## src/rtl/mem_pkg.sv

```systemverilog
// mem_pkg: shared region map, access-width and fault-cause encodings for the load/store path.
package mem_pkg;
    localparam logic [15:0] ROM_REGION  = 16'h0000;
    localparam logic [15:0] MMIO_REGION = 16'h7000;
    localparam logic [15:0] RAM_REGION  = 16'h8000;

    typedef enum logic [2:0] {
        MW_B  = 3'b000,
        MW_H  = 3'b001,
        MW_W  = 3'b010,
        MW_BU = 3'b100,
        MW_HU = 3'b101
    } mem_width_t;

    typedef enum logic [1:0] {
        FC_NONE      = 2'd0,
        FC_UNMAPPED  = 2'd1,
        FC_ROM_STORE = 2'd2,
        FC_FUNCT3    = 2'd3
    } fault_cause_t;

    // An access is misaligned when it crosses a 32-bit word boundary.
    function automatic logic is_misaligned(input logic [2:0] funct3, input logic [1:0] addr);
        return (funct3[1:0] == 2'b01 && addr == 2'b11) || (funct3[1:0] == 2'b10 && addr != 2'b00);
    endfunction
endpackage

```

## src/rtl/load_extend.sv

```systemverilog
// load_extend: sign/zero-extends right-aligned read data according to the load funct3.
module load_extend
    import mem_pkg::*;
(
    input  logic [31:0] i_data,
    input  logic [2:0]  i_funct3,
    output logic [31:0] o_data
);
    always_comb
        o_data = i_funct3 == MW_B  ? {{24{i_data[7]}}, i_data[7:0]}
               : i_funct3 == MW_H  ? {{16{i_data[15]}}, i_data[15:0]}
               : i_funct3 == MW_BU ? {24'b0, i_data[7:0]}
               : i_funct3 == MW_HU ? {16'b0, i_data[15:0]}
               : i_data;
endmodule

```

## src/rtl/load_store_unit.sv

```systemverilog
// load_store_unit: checks and issues one load/store per cycle to the data memory port,
// tracks the outstanding load across split accesses and registers writeback, faults and event counts.
module load_store_unit
    import mem_pkg::*;
#(
    parameter int COUNT_W = 32
) (
    input  logic               clk,
    input  logic               reset,
    input  logic               req_valid,
    output logic               req_ready,
    input  logic               req_is_store,
    input  logic [2:0]         req_funct3,
    input  logic [31:0]        req_address,
    input  logic [31:0]        req_store_data,
    input  logic [4:0]         req_rd,
    output logic               wb_valid,
    output logic [4:0]         wb_rd,
    output logic [31:0]        wb_data,
    output logic               fault_valid,
    output logic [1:0]         fault_cause,
    output logic [31:0]        fault_address,
    output logic [COUNT_W-1:0] cnt_loads,
    output logic [COUNT_W-1:0] cnt_stores,
    output logic [COUNT_W-1:0] cnt_misaligned,
    output logic [COUNT_W-1:0] cnt_stall_cycles,
    output logic [31:0]        dmem_address,
    output logic               dmem_enable,
    output logic [31:0]        dmem_write_data,
    output logic               dmem_write_enable,
    output logic [2:0]         dmem_write_mode,
    output logic               dmem_read_enable,
    output logic [2:0]         dmem_read_mode,
    input  logic [31:0]        dmem_read_data,
    input  logic               dmem_wait
);
    logic        w_accept, w_issue, w_fault, w_misaligned, w_return;
    logic [1:0]  w_cause;
    logic [15:0] w_region;
    logic [31:0] w_ext;
    logic        r_pend_valid;
    logic [2:0]  r_pend_funct3;
    logic [4:0]  r_pend_rd;

    load_extend u_extend (.i_data(dmem_read_data), .i_funct3(r_pend_funct3), .o_data(w_ext));

    always_comb begin
        req_ready = !dmem_wait && !reset;
        w_accept = req_valid && req_ready;
        w_region = req_address[31:16];
        w_cause = (!(req_funct3 inside {MW_B, MW_H, MW_W, MW_BU, MW_HU}) || (req_is_store && req_funct3[2])) ? FC_FUNCT3
                : !(w_region inside {ROM_REGION, MMIO_REGION, RAM_REGION}) ? FC_UNMAPPED
                : (req_is_store && w_region == ROM_REGION) ? FC_ROM_STORE : FC_NONE;
        w_fault = w_accept && w_cause != FC_NONE;
        w_issue = w_accept && w_cause == FC_NONE;
        w_misaligned = is_misaligned(req_funct3, req_address[1:0]);
        w_return = r_pend_valid && !dmem_wait;
        dmem_enable = w_issue;
        dmem_write_enable = w_issue && req_is_store;
        dmem_read_enable = w_issue && !req_is_store;
        dmem_address = w_issue ? req_address : '0;
        dmem_write_data = w_issue ? req_store_data : '0;
        dmem_write_mode = w_issue ? req_funct3 : '0;
        dmem_read_mode = w_issue ? req_funct3 : '0;
    end

    always_ff @(posedge clk) begin
        if (reset) begin
            r_pend_valid <= 1'b0;
            r_pend_funct3 <= '0;
            r_pend_rd <= '0;
            wb_valid <= 1'b0;
            wb_rd <= '0;
            wb_data <= '0;
            fault_valid <= 1'b0;
            fault_cause <= '0;
            fault_address <= '0;
            cnt_loads <= '0;
            cnt_stores <= '0;
            cnt_misaligned <= '0;
            cnt_stall_cycles <= '0;
        end else begin
            wb_valid <= w_return;
            if (w_return) begin
                wb_rd <= r_pend_rd;
                wb_data <= w_ext;
            end
            // A load accepted in the return cycle takes over the pending slot directly.
            if (w_issue && !req_is_store) begin
                r_pend_valid <= 1'b1;
                r_pend_funct3 <= req_funct3;
                r_pend_rd <= req_rd;
            end else if (w_return) begin
                r_pend_valid <= 1'b0;
            end
            fault_valid <= w_fault;
            if (w_fault) begin
                fault_cause <= w_cause;
                fault_address <= req_address;
            end
            if (w_issue && !req_is_store) cnt_loads <= cnt_loads + COUNT_W'(1);
            if (w_issue && req_is_store) cnt_stores <= cnt_stores + COUNT_W'(1);
            if (w_issue && w_misaligned) cnt_misaligned <= cnt_misaligned + COUNT_W'(1);
            if (req_valid && !req_ready) cnt_stall_cycles <= cnt_stall_cycles + COUNT_W'(1);
        end
    end
endmodule
```

## config.mk

```make
export PLATFORM = sky130hd
export DESIGN_NAME = load_store_unit
export DESIGN_NICKNAME = d
export VERILOG_FILES = /design/src/rtl/mem_pkg.sv /design/src/rtl/load_extend.sv /design/src/rtl/load_store_unit.sv
export SDC_FILE = /design/constraint.sdc
export NUM_CORES = 1
export LEC_CHECK = 0
export CELL_PAD_IN_SITES_DETAIL_PLACEMENT = 0
export CELL_PAD_IN_SITES_GLOBAL_PLACEMENT = 2
export CORE_MARGIN = 3
export CORE_UTILIZATION = 24
export DETAILED_ROUTE_END_ITERATION = 8
export GPL_TIMING_DRIVEN = 1
export PLACE_DENSITY = 0.88
export SLEW_MARGIN = 20
export SYNTH_ARGS = -nofsm -noshare
export SYNTH_HDL_FRONTEND = slang
export SYNTH_HIERARCHICAL = 1
export SYNTH_SLANG_ARGS = --single-unit
```

## constraint.sdc

```tcl
create_clock -name clk -period 3.7 [get_ports clk]
set_input_delay 0.925 -clock clk [delete_from_list [all_inputs] [get_ports clk]]
set_output_delay 0.925 -clock clk [all_outputs]
set_load 0.005 [all_outputs]
```

==> results.md <==
- Hold WC Path Type: register to register
- Worst setup SP type: input pin
- NumNets Final: 1,780
- Placer Congestion: 0.7648
- Fin crit share: 98.10%
- Top_reg_cell synth: dfxtp_1
- Die width: 211.7 µm
- Slew Limit Fails: 0
- Placed Area: 14,550 µm²
- Port bufs: 371
- Post-synthesis mux area share: 0.6528%
- Final WL: 40,260 µm
- Status: finished clean
- Largest net degree at the start of global routing: 145
- Clk_lat worst skew: 0.54 ns
- Yosys warning count: 6
- R2R Setup Slk: 1.28 ns
- Root buffer cell: clkbuf_16
- Number of setup violations in the final report: 0
- Unrepaired setup endpoints after global routing: no
- Design area: 15,600 µm²
- DR DRC count: 0
- TritonCTS clock tree: yes
- Crit-path max FO: 7
- Worst EP required: 2.77 ns
- Met3 Use GR: 4.994%
- # IOs: 384
- H-tree depth: 1
- Post-route ant nets: 0
- Post-Synth Simple-Gate Area: 32.11%
- Yosys top cell by area: dfxtp_1
- Iteration-0 DRC Markers: 469
- Die area: 44,830 µm²
- Register area share after synthesis: 41.38%
- Syn_area_per_cell: 7.905 µm²
- Synthesized-area fraction occupied by adder cells: 0.4927%
- Hold Vio Cnt, Final: 0
- Cell Area, Synth: 10,160 µm²
- Max rail drop VDD: 0.3436 mV
- Sink Count: 210
- Core footprint: 41,290 µm²
- Main combinational cell family by area after synthesis: simple AND/OR/NAND/NOR gates
- MaxCap Viol Count: 0
- Worst setup margin: 0.07028 ns
- Clk_skew: 0.01239 ns
- Routing usage on met2: 28.60%
- Synth top area cells: dfxtp_1, a21oi_1, nand2_1
- Post-synth EDFFs: 0
- HPWL Detailed: 28,090 µm
- Initial antenna violation count: 5
- Synth Area in Compound Gates: 16.68%
- Number of fill cells in the layout: 4,280
- GR peak layer: met2
- CTS clock-pin slew for the worst setup and hold paths: 0.06 ns
- Crit. End Element: output pin
- Initial core utilization: 24.60%
- Layout cells sized above 1: 12.34%
- Post-synthesis register bit count: 210
- Synth async-reset ratio: 0%
- Leakage: 5.353 nW
- Routed WL per cell: 18.11 µm
- Gr usage total: 16.74%
- DR vias/cell: 4.896
- Slew HR: 38.00%
- Rows: 74
- DR vias: 10.88k
- Post-synthesis xor/xnor area fraction: 2.587%
- Die height: 211.7 µm
- Global-route wire length before repair: 59,860 µm
- Period minus WS final: 3.630 ns
- 1st-pass router iterations: 5
- Area Growth Syn to Fin: 53.53%
- DP Worst Slack: -0.5753 ns
- CP Data Arrival Time: 2.70 ns
- M1 GR Usage: 20.35%
- CTS Buf Count: 27
- Post-synth top area share: 41.38%
- Longest Clk Path Bufs: 3
- Gr ovfl total: 0
- Max Fclk: 275.5 MHz
- Number of global-route vias before repair: 10.05k
- Power per cell area: 332.4 nW/µm²
- Least-Margin Pin Slew: 0.9288 ns
- Crit path kind: input pin to output pin
- Final Util: 37.77%
- Synthesized instance count: 1,285
- Netlist cell types: 57
-- metrics by stage --
step | hold slack (ns) | std cells | setup TNS, ns | power (mW)
floorplan | 0.4321 | 1296 | 0 | 2.440
global placement | 0.4369 | 2149 | -26.27 | 2.645
detailed placement | 0.4454 | 2149 | -26.94 | 2.646
CTS | 0.4524 | 2218 | 0 | 5.282
global route | 0.4622 | 2223 | 0 | 5.395
finish | 0.4478 | 2223 | 0 | 5.183
-- layer usage --
metal	up-vias	wire length (µm)
li1	5340	-
met1	5186	16840
met2	310	19340
met3	48	3181
met4	0	903
met5	-	0
-- registers in the layout, summed over array words and instances, names as in the netlist --
name / count
cnt_loads: 32
cnt_misaligned: 32
cnt_stall_cycles: 32
cnt_stores: 32
fault_address: 32
wb_data: 32
r_pend_rd: 5
wb_rd: 5
r_pend_funct3: 3
fault_cause: 2
fault_valid: 1
r_pend_valid: 1
wb_valid: 1
-- kinds of logic (layout without fill, tap and decap cells) --
kind of cell / after synthesis / in the layout
AOI/OAI and AO/OA: 297 / 297
DFF: 210 / 210
buffers and inverters: 133 / 523
adders and majority gates: 4 / 4
and+or+nand+nor: 605 / 605
other: 1 / 17
xor gates and xnor gates: 30 / 30
muxes: 5 / 5
-- path summary, 6_finish.rpt --
kind	from	depth (start not counted)	to
worst min register to register	r_pend_rd[2]$_SDFFE_PP0P_	2	wb_rd[2]$_SDFFE_PP0P_
worst max-delay path	req_address[29]	9	dmem_write_data[20]
worst max register to register	cnt_loads[10]$_SDFFE_PP0P_	5	cnt_loads[29]$_SDFFE_PP0P_
worst min-delay path	r_pend_rd[2]$_SDFFE_PP0P_	2	wb_rd[2]$_SDFFE_PP0P_
-- synth_stat cells, drive strengths merged, types with 3 or more instances --
cell type	n
nand2	226
dfxtp	210
a21oi	171
clkbuf	71
and2	61
o31ai	54
nor2	53
or4	53
o21ai	52
nand3	49
nand4	45
buf	37
inv	25
or3	24
xor2	21
and4	19
and3	16
nor4	14
nor3	13
a31o	9
nand2b	9
xnor2	9
ha	4
nand4b	4
nor2b	4
o41ai	4
or2	4
mux2	3
or4b	3
-- critical path, stage by stage --
cell and delay, ns:
buf_2 0.11, or3_1 0.38, or3_1 0.33, nand4_1 0.18, clkinv_4 0.10, buf_6 0.14
bufbuf_16 0.27, and2_1 0.15, buf_2 0.12
-- power by group --
group,leakage [nW],internal [mW],switching [mW]
clock,0.429,1.55,1.04
sequential,1.69,2.28,0.00855
combinational,3.23,0.160,0.146
total,5.35,3.98,1.20
-- timing repair --
| action | CTS | global route |
|---|---|---|
| resized for setup | 231 | 12 |
| setup buffers | 15 | 0 |
| hold buffers | 0 | 0 |
| cloned | 7 | 0 |
| setup endpoints to repair | 61 | 40 |
| pin swaps | 11 | 7 |
-- cell type report --
class | instances | area (µm²) | share of cell area [%]
Antenna cell | 5 | 12.51 | 0.08022
Clock buffer | 40 | 794.5 | 5.094
Clock inverter | 8 | 75.07 | 0.4813
Inverter | 25 | 98.84 | 0.6338
Multi-Input combinational cell | 953 | 5456 | 34.99
Sequential cell | 210 | 4204 | 26.96
Tap cell | 532 | 665.6 | 4.268
Timing Repair Buffer | 450 | 4289 | 27.50
-- placed cells by master (no fill, tap or decap), drive strengths merged, types with 5 or more instances in the layout --
master,n
clkdlybuf4s50,290
nand2,226
dfxtp,210
a21oi,171
buf,116
and2,61
o31ai,54
nor2,53
or4,53
o21ai,52
nand3,49
nand4,45
clkbuf,44
inv,25
or3,24
xor2,21
dlygate4sd2,20
and4,19
clkdlybuf4s15,19
and3,16
nor4,14
nor3,13
conb,12
nand2b,9
a31o,9
xnor2,9
clkinv,6
diode,5
(Power assumes the default switching activity.)
